==> config.mk <==
export PLATFORM = sky130hd
export DESIGN_NAME = fmv_pixel_strobe_gen
export DESIGN_NICKNAME = d
export VERILOG_FILES = /design/src/rtl/fmv_pkg.sv /design/src/rtl/fmv_pixel_strobe_gen_phase_nco.sv /design/src/rtl/fmv_pixel_strobe_gen.sv
export SDC_FILE = /design/constraint.sdc
export NUM_CORES = 1
export LEC_CHECK = 0
export ABC_AREA = 1
export BUFFER_PORTS_ARGS = -buffer_cell sky130_fd_sc_hd__clkbuf_2
export CORE_ASPECT_RATIO = 1.4
export CORE_MARGIN = 2
export CORE_UTILIZATION = 35
export DETAILED_ROUTE_END_ITERATION = 12
export GPL_TIMING_DRIVEN = 0
export PLACE_DENSITY_LB_ADDON = 0.25
export SETUP_SLACK_MARGIN = 0.5
export SLEW_MARGIN = 25
export SYNTH_ARGS = -nofsm -noshare
export SYNTH_HDL_FRONTEND = slang
export SYNTH_HIERARCHICAL = 1
export SYNTH_SLANG_ARGS = --single-unit
==> constraint.sdc <==
create_clock -name clk30 -period 2.4 [get_ports clk30]
set_input_delay 0.36 -clock clk30 [delete_from_list [all_inputs] [get_ports clk30]]
set_output_delay 0.36 -clock clk30 [all_outputs]
set_load 0.05 [all_outputs]
==> src/rtl/fmv_pkg.sv <==
// Shared constants and types for the FMV pixel strobe path.
// Holds the default accumulator geometry and the per-standard pixel-rate increments.
package fmv_pkg;

   localparam int FMV_FRAC_W   = 8;
   localparam int FMV_PIX_W    = 10;
   localparam int FMV_BASE_INC = 256;
   // 13.5/15 of unity, rounded so a full 352-pixel VCD line still fits.
   localparam int FMV_VCD_INC  = 231;

   typedef enum logic {
      IDLE   = 1'b0,
      ACTIVE = 1'b1
   } line_state_t;

endpackage

==> src/rtl/fmv_pixel_strobe_gen_phase_nco.sv <==
// Phase accumulator for the pixel strobe generator.
// Produces the carry that becomes a pixel strobe and clamps raw increments to unity.
module phase_nco
   import fmv_pkg::*;
#(
   parameter int FRAC_W = FMV_FRAC_W
)
(
   input  logic              clk30,
   input  logic              reset,
   input  logic              clear,
   input  logic              en,
   input  logic [FRAC_W:0]   inc,
   input  logic [FRAC_W:0]   raw_inc,
   output logic [FRAC_W:0]   clamped_inc,
   output logic              carry
);

   localparam logic [FRAC_W:0] UNITY = {1'b1, {FRAC_W{1'b0}}};

   logic [FRAC_W-1:0] acc_reg;
   logic [FRAC_W-1:0] acc_next;
   logic [FRAC_W:0]   sum;

   // inc never exceeds unity, so one extra bit holds the whole sum.
   always_comb begin
      sum      = {1'b0, acc_reg} + inc;
      carry    = en & sum[FRAC_W];
      acc_next = acc_reg;
      if (clear) begin
         acc_next = '0;
      end else if (en) begin
         acc_next = sum[FRAC_W-1:0];
      end
   end

   assign clamped_inc = (raw_inc > UNITY) ? UNITY : raw_inc;

   always_ff @(posedge clk30) begin
      if (reset) begin
         acc_reg <= '0;
      end else begin
         acc_reg <= acc_next;
      end
   end

endmodule

==> src/rtl/fmv_pixel_strobe_gen.sv <==
// Fractional-rate pixel strobe generator: line FSM and pixel counter around a phase NCO.
// Phase, width and rate are all captured at line_start so a line never mixes two rates.
module fmv_pixel_strobe_gen
   import fmv_pkg::*;
#(
   parameter int FRAC_W   = FMV_FRAC_W,
   parameter int PIX_W    = FMV_PIX_W,
   parameter int BASE_INC = FMV_BASE_INC,
   parameter int VCD_INC  = FMV_VCD_INC
)
(
   input  logic              clk30,
   input  logic              reset,
   input  logic              vcd_mode,
   input  logic              inc_override_valid,
   input  logic [FRAC_W:0]   inc_override,
   input  logic              line_start,
   input  logic [PIX_W-1:0]  line_width,
   output logic              newpixel,
   output logic [PIX_W-1:0]  pixel_x,
   output logic              line_active,
   output logic              line_done,
   output logic [FRAC_W:0]   active_inc
);

   localparam logic [FRAC_W:0] BASE_INC_W = (FRAC_W+1)'(BASE_INC);
   localparam logic [FRAC_W:0] VCD_INC_W  = (FRAC_W+1)'(VCD_INC);

   line_state_t       state_reg, state_next;
   logic [PIX_W-1:0]  count_reg, count_next;
   logic [PIX_W-1:0]  width_reg, width_next;
   logic [FRAC_W:0]   inc_reg, inc_next;
   logic              newpixel_reg, newpixel_next;
   logic [PIX_W-1:0]  pixel_x_reg, pixel_x_next;
   logic              done_reg, done_next;

   logic              nco_clear;
   logic              nco_en;
   logic              carry;
   logic [FRAC_W:0]   clamped_inc;
   logic [FRAC_W:0]   sel_inc;
   logic              last_pixel;

   phase_nco #(
      .FRAC_W (FRAC_W)
   ) u_nco (
      .clk30       (clk30),
      .reset       (reset),
      .clear       (nco_clear),
      .en          (nco_en),
      .inc         (inc_reg),
      .raw_inc     (inc_override),
      .clamped_inc (clamped_inc),
      .carry       (carry)
   );

   assign sel_inc    = inc_override_valid ? clamped_inc : (vcd_mode ? VCD_INC_W : BASE_INC_W);
   assign last_pixel = ((PIX_W+1)'(count_reg) + (PIX_W+1)'(1)) == (PIX_W+1)'(width_reg);

   always_comb begin
      state_next    = state_reg;
      count_next    = count_reg;
      width_next    = width_reg;
      inc_next      = inc_reg;
      newpixel_next = 1'b0;
      pixel_x_next  = pixel_x_reg;
      done_next     = 1'b0;
      nco_clear     = 1'b0;
      nco_en        = 1'b0;

      // A restart wins over any strobe due this cycle; the aborted line gets no line_done.
      if (line_start) begin
         nco_clear  = 1'b1;
         count_next = '0;
         width_next = line_width;
         inc_next   = sel_inc;
         if (line_width != '0) begin
            state_next = ACTIVE;
         end else begin
            state_next = IDLE;
            done_next  = 1'b1;
         end
      end else if (state_reg == ACTIVE) begin
         nco_en = 1'b1;
         if (carry) begin
            newpixel_next = 1'b1;
            pixel_x_next  = count_reg;
            count_next    = count_reg + PIX_W'(1);
            if (last_pixel) begin
               done_next  = 1'b1;
               state_next = IDLE;
            end
         end
      end
   end

   always_ff @(posedge clk30) begin
      if (reset) begin
         state_reg    <= IDLE;
         count_reg    <= '0;
         width_reg    <= '0;
         inc_reg      <= BASE_INC_W;
         newpixel_reg <= 1'b0;
         pixel_x_reg  <= '0;
         done_reg     <= 1'b0;
      end else begin
         state_reg    <= state_next;
         count_reg    <= count_next;
         width_reg    <= width_next;
         inc_reg      <= inc_next;
         newpixel_reg <= newpixel_next;
         pixel_x_reg  <= pixel_x_next;
         done_reg     <= done_next;
      end
   end

   assign newpixel    = newpixel_reg;
   assign pixel_x     = pixel_x_reg;
   assign line_done   = done_reg;
   assign line_active = (state_reg == ACTIVE);
   assign active_inc  = inc_reg;

endmodule

==> impl_metrics.env <==
export IMPL_antenna_found_initial=0
export IMPL_worstRegToRegCells=12
export IMPL_num_rows=38
export IMPL_gp_congestion=0.8738
export IMPL_grt_start_max_net_pins=14
export IMPL_grt_total_usage=0.1827
export IMPL_min_delay_start="line_width[6]"
export IMPL_synth_largest_area_cell="dfxtp_1"
export IMPL_hold_buffers=0
export IMPL_worst_ep_required_time_ns=2.63
export IMPL_die_h_um=108.6
export IMPL_period_share=0.9130
export IMPL_async_flop_share=0
export IMPL_drive_gt1_frac=0.3219
export IMPL_critical_path_max_fanout=4
export IMPL_r2r_start="u_nco/acc_reg[5]$_SDFFE_PP0P_"
export IMPL_synth_edf_count=0
export IMPL_holdPathStages=3
export IMPL_synth_compound_area_frac=0.1712
export IMPL_hold_end="width_reg[6]$_SDFFE_PP0P_"
export IMPL_setup_viol=0
export IMPL_nets=500
export IMPL_synth_top_cell_area_share=0.3661
export IMPL_synth_adder_area_share=0.04851
export IMPL_dpl_worst_slack_ns=-0.1948
export IMPL_hold_viol=0
export IMPL_reg2reg_slack_ns=0.21
export IMPL_synth_seq_cells=50
export IMPL_synth_top_family_by_area="simple AND/OR/NAND/NOR gates"
export IMPL_drtPass1Iterations=4
export IMPL_critPathKind="flip-flop to flip-flop"
export IMPL_ir_drop_uv=288.7
export IMPL_cts_tree="yes"
export IMPL_drc=0
export IMPL_cts_buffer_depth=2
export IMPL_whs_ns=0.2913
export IMPL_synth_area_leaders="dfxtp_1 37%, nand2_1 11%, inv_1 8.0%, a21oi_1 6.0%, o21ai_0 5.9%"
export IMPL_initial_core_util=0.3571
export IMPL_fmax_mhz=456.3
export IMPL_slew_headroom=0.5424
export IMPL_avgViaCountPerCell=4.834
export IMPL_first_global_vias=2633
export IMPL_die_area_mm2=0.008544
export IMPL_vias=2736
export IMPL_setup_worst_path_start_class="flip-flop"
export IMPL_die_x_um=78.70
export IMPL_hold_path_class="input port to flip-flop"
export IMPL_reg2reg_to="line_done$_SDFF_PP0_"
export IMPL_ioPinCount=46
export IMPL_leakagePower_nw=1.650
export IMPL_yosys_warnings=6
export IMPL_seq_area_frac_synth=0.3661
export IMPL_clock_sinks=50
export IMPL_cap_violations=0
export IMPL_maxSlewViolCount=0
export IMPL_synth_distinct_cells=32
export IMPL_fin_cells=566
export IMPL_dp_cells=547
export IMPL_synth_area_per_cell_um2=6.801
export IMPL_diodes=0
export IMPL_drt_iter0_markers=107
export IMPL_total_power_mw=1.635
export IMPL_worst_clock_skew_ns=0.006931
export IMPL_yosys_area_share_simple=0.2979
export IMPL_wl_per_cell_um=13.59
export IMPL_wl_um=7692
export IMPL_worst_ep_arrival_time_ns=2.42
export IMPL_synthToLayoutAreaGrowth_pct=30.39
export IMPL_root_buffer="clkbuf_8"
export IMPL_syn_inst=402
export IMPL_grt_pass1_wl_um=12080
export IMPL_cts_clk_slew_worst_paths_ns=0.09
export IMPL_io_buffers=45
export IMPL_post_synth_xor_area_fraction=0.009611
export IMPL_ys_flop_type="dfxtp_1"
export IMPL_fin_ws_ns=0.2087
export IMPL_overflow=0
export IMPL_worst_setup_path_end_kind="flip-flop"
export IMPL_cts_made_buffers=5
export IMPL_min_period_ns=2.191
export IMPL_muxShareOfSynthArea=0
export IMPL_ctsHtreeMaxLevel=2
export IMPL_synth_area_mm2=0.002734
export IMPL_syn_nets=436
export IMPL_fill_cells=809
export IMPL_p_per_area_mw_per_mm2=458.7
export IMPL_ant_nets=0
export IMPL_worst_pin_slew_ns=0.6865
export IMPL_insertion_delay_ns=0.30
export IMPL_status="complete, no violations"
export IMPL_rsz0062_at_grt="true"
export IMPL_core_mm2=0.007655
export IMPL_post_dp_hpwl_um=5782
## cell usage after synthesis (3+ instances only)
library cell,number
o21ai_0,32
o211ai_1,6
nand2_2,7
o21ai_1,4
nor2_4,3
inv_1,58
ha_1,9
clkbuf_1,8
nor2_2,3
nand4_1,7
dfxtp_1,50
nand3_1,24
nand2_1,82
inv_2,5
a21oi_2,4
a21oi_1,33
nor2_1,42
nand3b_1,4
## how the worst max path moves through the flow
stage                     slack [ns]  cells after the start                     startpoint                endpoint
after floorplan                 0.31                     15     active_inc[0]$_SDFFE_PP0P_  line_active$_SDFF_PP0_
after global placement         -0.23                     13                     line_start    line_done$_SDFF_PP0_
after detailed placement       -0.19                     13                     line_start    line_done$_SDFF_PP0_
after CTS                       0.21                     15     active_inc[0]$_SDFFE_PP0P_  line_active$_SDFF_PP0_
after global routing            0.07                     12  u_nco/acc_reg[5]$_SDFFE_PP0P_    line_done$_SDFF_PP0_
final                           0.21                     12  u_nco/acc_reg[5]$_SDFFE_PP0P_    line_done$_SDFF_PP0_
## cell families (layout without fill, tap and decap cells)
kind of cell | count (synthesis) | after routing
buffers and inverters | 75 | 139
flip-flops | 50 | 50
AND/OR/NAND/NOR | 180 | 180
XOR/XNOR | 3 | 3
adder cells (fa/ha/maj) | 10 | 10
AO/OA/AOI/OAI | 84 | 84
## metal layers
metal | global-route usage | share of wire
met1 | 0.1981 | 0.40
met2 | 0.3468 | 0.54
met3 | 0.03255 | 0.034
met4 | 0.07018 | 0.023
met5 | 0 | 0
## critical path, cell delays in order (launching register included)
cell	delay, ns
dfxtp_1	0.40
ha_4	0.24
a21oi_2	0.23
o21a_1	0.23
a21oi_2	0.09
nor2_4	0.09
a21boi_2	0.15
nand3_1	0.09
nor2_2	0.13
nand4_1	0.09
nor2_1	0.12
nand4_1	0.10
a21oi_2	0.19
## report_power, final
part           internal (mW)  switching [mW]  leakage, nW
sequential             0.858          0.0317        0.413
clock                  0.202           0.269       0.0383
combinational         0.0992           0.175         1.20
## final cells by class
type | count | area (um^2) | area share
multi-input combinational | 277 | 1668 | 0.4679
clock buffer | 7 | 76.32 | 0.02141
timing repair buffer | 57 | 344.1 | 0.09653
sequential | 50 | 1025 | 0.2875
inverter | 63 | 241.5 | 0.06774
tap | 100 | 125.1 | 0.03510
buffer | 12 | 85.08 | 0.02387
## through the flow
stage,TNS [ns],utilization,area (um^2)
after floorplan,0,-,2805
after global placement,-0.3561,0.4122,3156
after detailed placement,-0.3070,0.4122,3156
after CTS,0,0.4354,3333
after global routing,0,0.4657,3565
final,0,0.4657,3565
## repair_timing
item | in CTS | in global routing
cloned | 1 | 1
resized for setup | 11 | 48
pin swaps | 7 | 11
endpoints found under the hold margin | 0 | 0
setup buffers | 4 | 6
setup endpoints to repair | 19 | 23
## placed cells by master, fill, tap and decap left out, types with 6 or more instances in the layout
cell / instances
nand2_1: 74
inv_1: 57
clkbuf_2: 45
dfxtp_1: 39
nor2_1: 37
a21oi_1: 28
nand3_1: 22
o21ai_0: 18
o21ai_2: 14
nand2_2: 13
buf_4: 10
a21oi_2: 9
clkbuf_1: 7
nand4_1: 7
dfxtp_2: 7
nor2_4: 6
o211ai_1: 6
Note: power is estimated with default switching activity, not from simulation.
